===== src/rtl/cpu_pkg.sv =====
// Shared core types: data width, register address width, x0 constant
// and the register-file write request bundle.
package cpu_pkg;

  localparam int XLEN       = 32;
  localparam int REG_ADDR_W = 5;

  localparam logic [REG_ADDR_W-1:0] X0_ADDR = 5'd0;

  typedef struct packed {
    logic [REG_ADDR_W-1:0] addr;
    logic [XLEN-1:0]       data;
  } rf_wr_req_t;

  function automatic logic is_x0(
    input logic [REG_ADDR_W-1:0] a
  );
    return a == X0_ADDR;
  endfunction

endpackage


===== src/rtl/sync_fifo.sv =====
// Synchronous FIFO, power-of-two DEPTH, show-ahead head (rdata).
// Ports: clk, rst (async high), push/wdata, pop/rdata, full, empty, count.
module sync_fifo #(
  parameter int DEPTH = 4,
  parameter int WIDTH = 8
) (
  input  logic                     clk,
  input  logic                     rst,
  input  logic                     push,
  input  logic [WIDTH-1:0]         wdata,
  input  logic                     pop,
  output logic [WIDTH-1:0]         rdata,
  output logic                     full,
  output logic                     empty,
  output logic [$clog2(DEPTH):0]   count
);

  localparam int AW = $clog2(DEPTH);
  localparam int CW = AW + 1;

  logic [WIDTH-1:0] mem [DEPTH];
  logic [AW-1:0]    wr_ptr;
  logic [AW-1:0]    rd_ptr;
  logic [CW-1:0]    cnt;
  logic             push_ok;
  logic             pop_ok;

  assign full    = cnt == CW'(DEPTH);
  assign empty   = cnt == '0;
  assign count   = cnt;
  assign rdata   = mem[rd_ptr];
  assign push_ok = push && !full;
  assign pop_ok  = pop && !empty;

  // Pointers wrap naturally: DEPTH is a power of two.
  always_ff @(posedge clk or posedge rst) begin
    if (rst) begin
      wr_ptr <= '0;
      rd_ptr <= '0;
      cnt    <= '0;
    end else begin
      if (push_ok)
        wr_ptr <= wr_ptr + 1'b1;
      if (pop_ok)
        rd_ptr <= rd_ptr + 1'b1;
      case ({push_ok, pop_ok})
        2'b10:   cnt <= cnt + 1'b1;
        2'b01:   cnt <= cnt - 1'b1;
        default: cnt <= cnt;
      endcase
    end
  end

  // Storage is not reset; contents are meaningless once cnt is 0.
  always_ff @(posedge clk) begin
    if (push_ok)
      mem[wr_ptr] <= wdata;
  end

endmodule


===== src/rtl/rf_write_arbiter.sv =====
// Register-file write-port owner: pipeline writeback (P) beats the
// buffered long-latency return channel (L); tracks busy registers.
// Ports: clk, rst (async high); p_we/p_addr/p_data; l_valid/l_ready/
// l_addr/l_data; alloc_valid/alloc_rd; q_rs1/q_rs2/q_rd -> busy_*;
// drain_stall_req; rf_write_en/rf_write_addr/rf_write_data.
// Build option RF_WR_BYPASS_EN: an L result arriving at an empty FIFO
// with P idle is written straight through in the same cycle.
module rf_write_arbiter
  import cpu_pkg::*;
#(
  parameter int XLEN       = 32,
  parameter int NUM_REGS   = 32,
  parameter int FIFO_DEPTH = 4,
  parameter int STARVE_MAX = 8
) (
  input  logic                  clk,
  input  logic                  rst,
  input  logic                  p_we,
  input  logic [REG_ADDR_W-1:0] p_addr,
  input  logic [XLEN-1:0]       p_data,
  input  logic                  l_valid,
  output logic                  l_ready,
  input  logic [REG_ADDR_W-1:0] l_addr,
  input  logic [XLEN-1:0]       l_data,
  input  logic                  alloc_valid,
  input  logic [REG_ADDR_W-1:0] alloc_rd,
  input  logic [REG_ADDR_W-1:0] q_rs1,
  input  logic [REG_ADDR_W-1:0] q_rs2,
  input  logic [REG_ADDR_W-1:0] q_rd,
  output logic                  busy_rs1,
  output logic                  busy_rs2,
  output logic                  busy_rd,
  output logic                  drain_stall_req,
  output logic                  rf_write_en,
  output logic [REG_ADDR_W-1:0] rf_write_addr,
  output logic [XLEN-1:0]       rf_write_data
);

  localparam int CW = $clog2(FIFO_DEPTH) + 1;
  localparam int SW = $clog2(STARVE_MAX + 1);

  typedef struct packed {
    logic [REG_ADDR_W-1:0] addr;
    logic [XLEN-1:0]       data;
  } ent_t;

  ent_t              push_ent;
  ent_t              head;
  logic              push;
  logic              pop;
  logic              full;
  logic              empty;
  logic [CW-1:0]     cnt;
  logic              p_win;
  logic              head_x0;
  logic              drain;
  logic              byp;
  logic [NUM_REGS-1:0] busy;
  logic [NUM_REGS-1:0] busy_nxt;
  logic [SW-1:0]     starve;

  assign p_win   = !rst && p_we && !is_x0(p_addr);
  assign l_ready = !rst && !full;
  assign head_x0 = is_x0(head.addr);

  // An x0 head needs no write port, so it retires even under a P write.
  assign pop   = !rst && !empty && (!p_win || head_x0);
  assign drain = pop && !p_win;

`ifdef RF_WR_BYPASS_EN
  assign byp = !rst && empty && !p_win && l_valid;
`else
  assign byp = 1'b0;
`endif

  assign push     = l_valid && l_ready && !byp;
  assign push_ent = '{addr: l_addr, data: l_data};

  sync_fifo #(
    .DEPTH (FIFO_DEPTH),
    .WIDTH ($bits(ent_t))
  ) u_fifo (
    .clk   (clk),
    .rst   (rst),
    .push  (push),
    .wdata (push_ent),
    .pop   (pop),
    .rdata (head),
    .full  (full),
    .empty (empty),
    .count (cnt)
  );

  always_comb begin
    rf_write_en   = 1'b0;
    rf_write_addr = p_addr;
    rf_write_data = p_data;
    unique case (1'b1)
      p_win: begin
        rf_write_en = 1'b1;
      end
      drain: begin
        rf_write_en   = !head_x0;
        rf_write_addr = head.addr;
        rf_write_data = head.data;
      end
      byp: begin
        rf_write_en   = !is_x0(l_addr);
        rf_write_addr = l_addr;
        rf_write_data = l_data;
      end
      default: begin
        rf_write_en = 1'b0;
      end
    endcase
  end

  // Clears first, then set: a same-cycle alloc of a retiring rd wins.
  always_comb begin
    busy_nxt = busy;
    if (pop)
      busy_nxt[head.addr] = 1'b0;
    if (byp)
      busy_nxt[l_addr] = 1'b0;
    if (alloc_valid && !is_x0(alloc_rd))
      busy_nxt[alloc_rd] = 1'b1;
    busy_nxt[X0_ADDR] = 1'b0;
  end

  always_ff @(posedge clk or posedge rst) begin
    if (rst) begin
      busy            <= '0;
      starve          <= '0;
      drain_stall_req <= 1'b0;
    end else begin
      busy <= busy_nxt;
      if (cnt != '0 && p_win && !pop) begin
        if (starve == SW'(STARVE_MAX - 1)) begin
          starve          <= '0;
          drain_stall_req <= 1'b1;
        end else begin
          starve          <= starve + 1'b1;
          drain_stall_req <= 1'b0;
        end
      end else begin
        starve          <= '0;
        drain_stall_req <= 1'b0;
      end
    end
  end

  assign busy_rs1 = !is_x0(q_rs1) && busy[q_rs1];
  assign busy_rs2 = !is_x0(q_rs2) && busy[q_rs2];
  assign busy_rd  = !is_x0(q_rd) && busy[q_rd];

endmodule


===== config.mk =====
export PLATFORM = sky130hd
export DESIGN_NAME = rf_write_arbiter
export DESIGN_NICKNAME = d
export VERILOG_FILES = /design/src/rtl/cpu_pkg.sv /design/src/rtl/sync_fifo.sv /design/src/rtl/rf_write_arbiter.sv
export SDC_FILE = /design/constraint.sdc
export NUM_CORES = 1
export LEC_CHECK = 0
export ABC_CLOCK_PERIOD_IN_PS = 3180
export CORE_MARGIN = 3
export CORE_UTILIZATION = 49
export DETAILED_ROUTE_END_ITERATION = 10
export PLACE_DENSITY = 0.77
export SLEW_MARGIN = 20
export SYNTH_ARGS = -nofsm -noshare
export SYNTH_HDL_FRONTEND = slang
export SYNTH_HIERARCHICAL = 1
export SYNTH_SLANG_ARGS = --single-unit
export TNS_END_PERCENT = 30

===== constraint.sdc =====
create_clock -name clk -period 3.18 [get_ports clk]
set_input_delay 0.318 -clock clk [delete_from_list [all_inputs] [get_ports clk]]
set_output_delay 0.318 -clock clk [all_outputs]
set_load 0.02 [all_outputs]

# --- Word level (Yosys, flattened, before mapping) ---
# Memories as Yosys holds them, arrays and structs flattened.
# Cells that the tools add are included.
totals:
  ff_bits: 43
  output_inout_bits: 43
  mem_bits_rw: 148
  mem_count: 1
  word_cells: 86
  in_bits: 99
memory_table:
  columns: ["name", "depth", "width", "read_ports", "rd_ports_with_merged_regs", "write_ports", "line", "text"]
  rows:
  - ["u_fifo.mem", 4, 37, 1, 0, 1, "sync_fifo.sv:21", "logic [WIDTH-1:0] mem [DEPTH];"]
classes:
  bitwise: 3
  n_addsub: 5
  mux: 22
  n_reduce_logical: 38
  eq_ne: 4
  order_cmp: 7
ops:
  columns: ["op", "n"]
  rows:
  - ["$mux 32", 3]
  - ["$and 32x32->32", 1]
  - ["$not 32->32", 1]
  - ["$or 32x32->32", 1]
  - ["$logic_not 5->1", 6]
  - ["$lt 5x6->1 const B", 5]
  - ["$logic_and 1x1->1", 17]
  - ["$bmux 1 s5", 3]
  - ["$logic_not 1->1", 11]
  - ["$demux 1 s5", 2]
  - ["$ge 5x1->1 const B", 2]
  - ["$mux 1", 9]
  - ["$mux 4", 2]
  - ["$pmux 3 s2", 1]
  - ["$mux 5", 1]
  - ["$add 2x1->2 const B", 2]
  - ["$add 4x1->4 const B", 1]
  - ["$eq 4x3->1 const B", 1]
  - ["$add 3x1->3 const B", 1]
  - ["$eq 3x3->1 const B", 1]
  - ["$logic_not 3->1", 1]
  - ["$reduce_bool 3->1", 1]
  - ["$sub 3x1->3 const B", 1]
  - ["$eq 2x1->1 const B", 1]
  - ["4 further kinds", 4]

# --- Longest topological paths before layout ---
# An unclocked memory read counts as a cell.
logic_depth:
  depth_word: 10
  ltp_mapped: 14
  mapped_depth_nobuf: 11

# --- Cells and area by module ---
# Netlist, hierarchy kept.
modules_own_cells:
  columns: ["module", "instances", "seq_area_each_um2", "cells_per_inst", "area_each_um2"]
  rows:
  - ["sync_fifo", 1, 4619.4, 231, 5759.3]
  - ["rf_write_arbiter", 1, 900.9, 325, 3062.9]

# --- Worst setup path after synthesis ---
# OpenSTA, ideal clock, no wires.
synth_timing:
  path_type: "flip-flop to flip-flop"
  from: "register u_fifo.rd_ptr[0]"
  to: "register u_fifo.cnt[2], in the netlist u_fifo/count[2]"
  setup_slack_ns: -0.160
  n_path_buf: 3
  arrival_time_ns: 3.261
  t_required_ns: 3.101
  path_stages_with_launch: 15
  setup_time_ns: 0.079
  period_less_slack_ns: 3.340
  path_cell_list: "dfrtp_1 > buf_6 > buf_6 > mux4_2 > buf_4 > nor3_1 > nand2_1 > a21oi_1 > o31a_1 > ha_1 > inv_1 > fa_1 > xor2_1 > nor2_1 > xor2_1"
synth_lines:
  columns: ["item", "line", "text"]
  rows:
  - ["from (decl)", "sync_fifo.sv:23", "logic [AW-1:0] rd_ptr;"]
  - ["from (signal assigned)", "sync_fifo.sv:45", "rd_ptr <= rd_ptr + 1'b1;"]
  - ["to (signal assigned)", "sync_fifo.sv:47", "2'b10: cnt <= cnt + 1'b1;"]
  - ["to (signal assigned)", "sync_fifo.sv:48", "2'b01: cnt <= cnt - 1'b1;"]
  - ["to (signal assigned)", "sync_fifo.sv:49", "default: cnt <= cnt;"]
  - ["to (decl)", "sync_fifo.sv:24", "logic [CW-1:0] cnt;"]

# --- Worst setup path after layout ---
layout_timing:
  from: "input port p_addr[1]"
  to: "output port rf_write_data[1]"
layout_via:
  elab_chain_cells: 8
layout_rtl:
  columns: ["item", "line", "text"]
  rows:
  - ["from (decl)", "rf_write_arbiter.sv:19", "input logic [REG_ADDR_W-1:0] p_addr,"]
  - ["$logic_not 5->1 *", "cpu_pkg.sv:18", "return a == X0_ADDR;"]
  - ["$logic_not 1->1 *", "rf_write_arbiter.sv:62", "assign p_win = !rst && p_we && !is_x0(p_addr);"]
  - ["$logic_and 1x1->1 *", "rf_write_arbiter.sv:62", null]
  - ["$logic_not 1->1 *", "rf_write_arbiter.sv:67, rf_write_arbiter.sv:68", null]
  - ["$logic_or 1x1->1", "rf_write_arbiter.sv:67", "assign pop = !rst && !empty && (!p_win || head_x0);"]
  - ["$logic_and 1x1->1", "rf_write_arbiter.sv:67", null]
  - ["$logic_and 1x1->1 *", "rf_write_arbiter.sv:68", "assign drain = pop && !p_win;"]
  - ["$mux 32 *", "rf_write_arbiter.sv:98", "unique case (1'b1)"]
  - ["to (decl)", "rf_write_arbiter.sv:36", "output logic [XLEN-1:0] rf_write_data"]
# Every way passes the cells marked *; elsewhere a longest branch is shown, timed or not.

==> reports/results.tsv <==
stage	metric	value	unit
power	switching_power	2.819	mW
timing	slew_viol_final	0	
clocking	ctsHoldBuffers	0	
power	power	8.779	mW
run	drv_cap	0	
setup_path	critPathMaxStageDelay	610	ps
final_layout	nNetsFinal	827	
worst_hold_path	min_path_type	in2async	
setup_path	crit_slowest_cell	clkdlybuf4s50_1	
yosys	synth-xor-area-share	0.6949	%
die	die_x	140.2	microns
yosys	yosysSeqAreaShare	62.57	%
clocking	cts_sinks	191	
routing	num_vias	5643	
die	coreArea	17480	sq um
clocking	clk-insertion-delay-late	430	ps
clocking	cts_tree	built	
timing	max_slew_margin	56.35	%
timing	tightest_slew	638.2	ps
grt	grt_use_total	21.48	%
power	p_int	5.960	mW
setup_path	cp.arrival	2820	ps
die	die_h	140.2	microns
yosys	synth_top_family_by_area	multiplexers	
yosys	synth_nets	662	
final_layout	synthToLayoutAreaGrowth	28.18	%
die	start_util	50.48	%
grt	grt_first_pass_wirelength	32600	microns
setup_path	crit_buf_inv	3	
routing	dr.pass1.iters	5	
yosys	synth_adder_area_share	1.078	%
final_layout	finalInstanceArea	11310	sq um
grt	grt_remaining_overflow	0	
yosys	synth.distinct_cells	47	
power	clockPowerShare	25.7	%
clocking	cts-root-buf	clkbuf_16	
timing	rsz0062_at_grt	yes	
yosys	netlist_instances	556	
power	p_per_area	776.3	nW/um^2
place	io_buffers	141	
yosys	syn_avg_cell_area	15.87	sq um
setup_path	crit_path_frequent_cell	clkdlybuf4s50_1	
routing	drt_iter0_drc	439	
yosys	mappedNetlistArea	8822	sq um
yosys	synth_compound_area_share	6.666	%
timing	max_freq	318.3	MHz
clocking	cts_buffers	17	
die	die_area	19650	sq um
timing	min_period	3142	ps
power	ir_worst_vdd	0.0005289	V
yosys	yosys_warnings	6	
place	dpl_cell_area	10620	sq um
routing	drtAntennaViolNets	0	
routing	avgRoutedWirePerCell	21.60	microns
die	num_rows	48	
setup_path	startpoint_type	input port	
clocking	cts.path.max_buffers	2	
die	io_pins	142	
setup_path	critical_path_class	in2out	
grt	antenna_found_initial	1	
yosys	synth_edf_count	148	
setup_path	crit_required	2860	ps
yosys	muxShareOfSynthArea	18.62	%
yosys	synth_flop_cell	edfxtp_1	
place	hpwl	14870	microns
place	routabilityCongestion	0.9110	
power	pwr-share-comb	33.9	%
grt	grt_start_max_net_pins	33	
power	power_frac_seq	40.4	%
timing	period_share	98.79	%
status	outcome	finished clean	
power	leakage	3.979	nW
yosys	synth_simple_gate_area_share	7.800	%
yosys	ys_seq_elements	191	
timing	skew	10.11	ps
timing	hold_viol	0	
routing	vias_per_cell	5.878	
power	switching_share	32.11	%
setup_path	path_cells	clkdlybuf4s50_1, or4_4, o21ai_2, nand3_4, buf_4, mux2_2, clkdlybuf4s50_1	
setup_path	crit_family	buffers and inverters	
timing	setup_viol_count_final	0	
yosys	async_reset_ff_share	22.51	%
grt	grt_pass1_vias	5888	
routing	drc	0	
final_layout	drive_above_1_share	21.80	%
timing	fin_tns_setup	0	ps
clocking	htreeDepth	4	
setup_path	cp-end-kind	output port	
setup_path	worstPathMaxFanout	15	
clocking	clkTransAtPathRegs	70	ps
routing	routed_wl	20730	microns
cell usage in the layout (no fill, tap or decap), types with 20 or more instances in the layout:
master	netlist	final
clkdlybuf4s50_1	0	137
dfrtp_1	43	41
buf_4	3	21
o21ai_0	29	29
mux2i_1	28	28
nand2_1	38	38
edfxtp_1	148	148
mux2_2	41	41
mux4_2	40	40
inv_1	20	20
per-stage QoR:
stage | std cells | util, % | hold WS [ps] | setup WS [ps]
2_1_floorplan | 556 | - | 121.4 | 15.15
3_3_place_gp | 923 | 60.75 | 450.6 | 66.06
3_5_place_dp | 923 | 60.75 | 464.0 | 47.11
4_1_cts | 955 | 64.40 | 214.6 | 14.09
5_1_grt | 960 | 64.71 | 249.0 | -20.86
6_report | 960 | 64.71 | 224.1 | 38.36
path summary, 6_finish.rpt:
| path | from | endpoint | slack (ps) | cells past startpoint |
|---|---|---|---|---|
| max reg2reg | u_fifo/rd_ptr[0] | u_fifo/count[2] | 170 | 12 |
| min | rst | u_fifo/count[0] | 220 | 2 |
| min in group clk | starve[0] | starve[0] | 480 | 1 |
| max | p_addr[1] | rf_write_data[1] | 40 | 7 |
| min reg2reg | starve[0] | starve[0] | 480 | 1 |
| max in group asynchronous | rst | busy[20] | 2140 | 3 |
cells by family (layout without fill, tap and decap cells):
group           Yosys count  after routing
compound gates           82             82
other cells               0              1
mux                     109            109
fa+ha+maj                 7              7
buf+inv                  42            220
simple gates            118            118
flops                   191            191
xor+xnor                  7              7
sequential cells by signal, summed over array words and instances, names as in the netlist:
register / count
u_fifo/wr_ptr: 2
u_fifo/mem: 148
drain_stall_req: 1
starve: 4
u_fifo/count: 3
u_fifo/rd_ptr: 2
busy: 31
power by group through the flow:
stage / Sequential [mW] / Clock [mW] / Combinational [mW]
4_1_cts: 3.54 / 2.29 / 2.95
3_5_place_dp: 3.59 / 0 / 2.93
6_report: 3.54 / 2.26 / 2.98
3_3_place_gp: 3.56 / 0 / 2.88
2_1_floorplan: 3.43 / 0 / 2.01
5_1_grt: 3.61 / 2.39 / 3.20
cell type report:
cell class                      count  area (sq um)
Timing Repair Buffer              168          1690
Tap cell                          225         281.5
Clock buffer                       17         425.4
Multi-Input combinational cell    323          3098
Clock inverter                     15         212.7
Inverter                           20         75.07
Sequential cell                   191          5523
Fill cell                        1191          6168
Antenna cell                        1         2.502
cells in the mapped netlist (all sizes together), types with 5 or more instances:
cell type,instances,area (sq um)
nand3,8,52.55
ha,6,75.07
inv,20,75.07
mux2,41,461.7
o2bb2ai,16,140.1
nor2b,17,108.9
dfrtp,43,1076
nor2,12,45.04
nand3b,5,37.54
a2111oi,6,52.55
a211oi,6,45.04
mux4,40,900.9
edfxtp,148,4444
nand2,38,142.6
a221oi,12,105.1
buf,20,143.9
mux2i,28,280.3
o21ai,30,153.9
a21oi,5,25.02
nor3,5,25.02
and2,9,56.30
layer usage:
layer / GRT usage (%) / vias up / wire length, microns
li1: - / 2534 / -
met1: 30.22 / 2859 / 8872
met2: 34.00 / 232 / 10200
met3: 5.736 / 18 / 1474
met4: 4.946 / 0 / 184
met5: 0 / - / 0
what timing repair did:
| action | CTS | global route |
|---|---|---|
| buffers inserted | 0 | 4 |
| resized for setup | 0 | 7 |
| setup endpoints to repair | 0 | 14 |
Power figures use the tool's default switching activity.
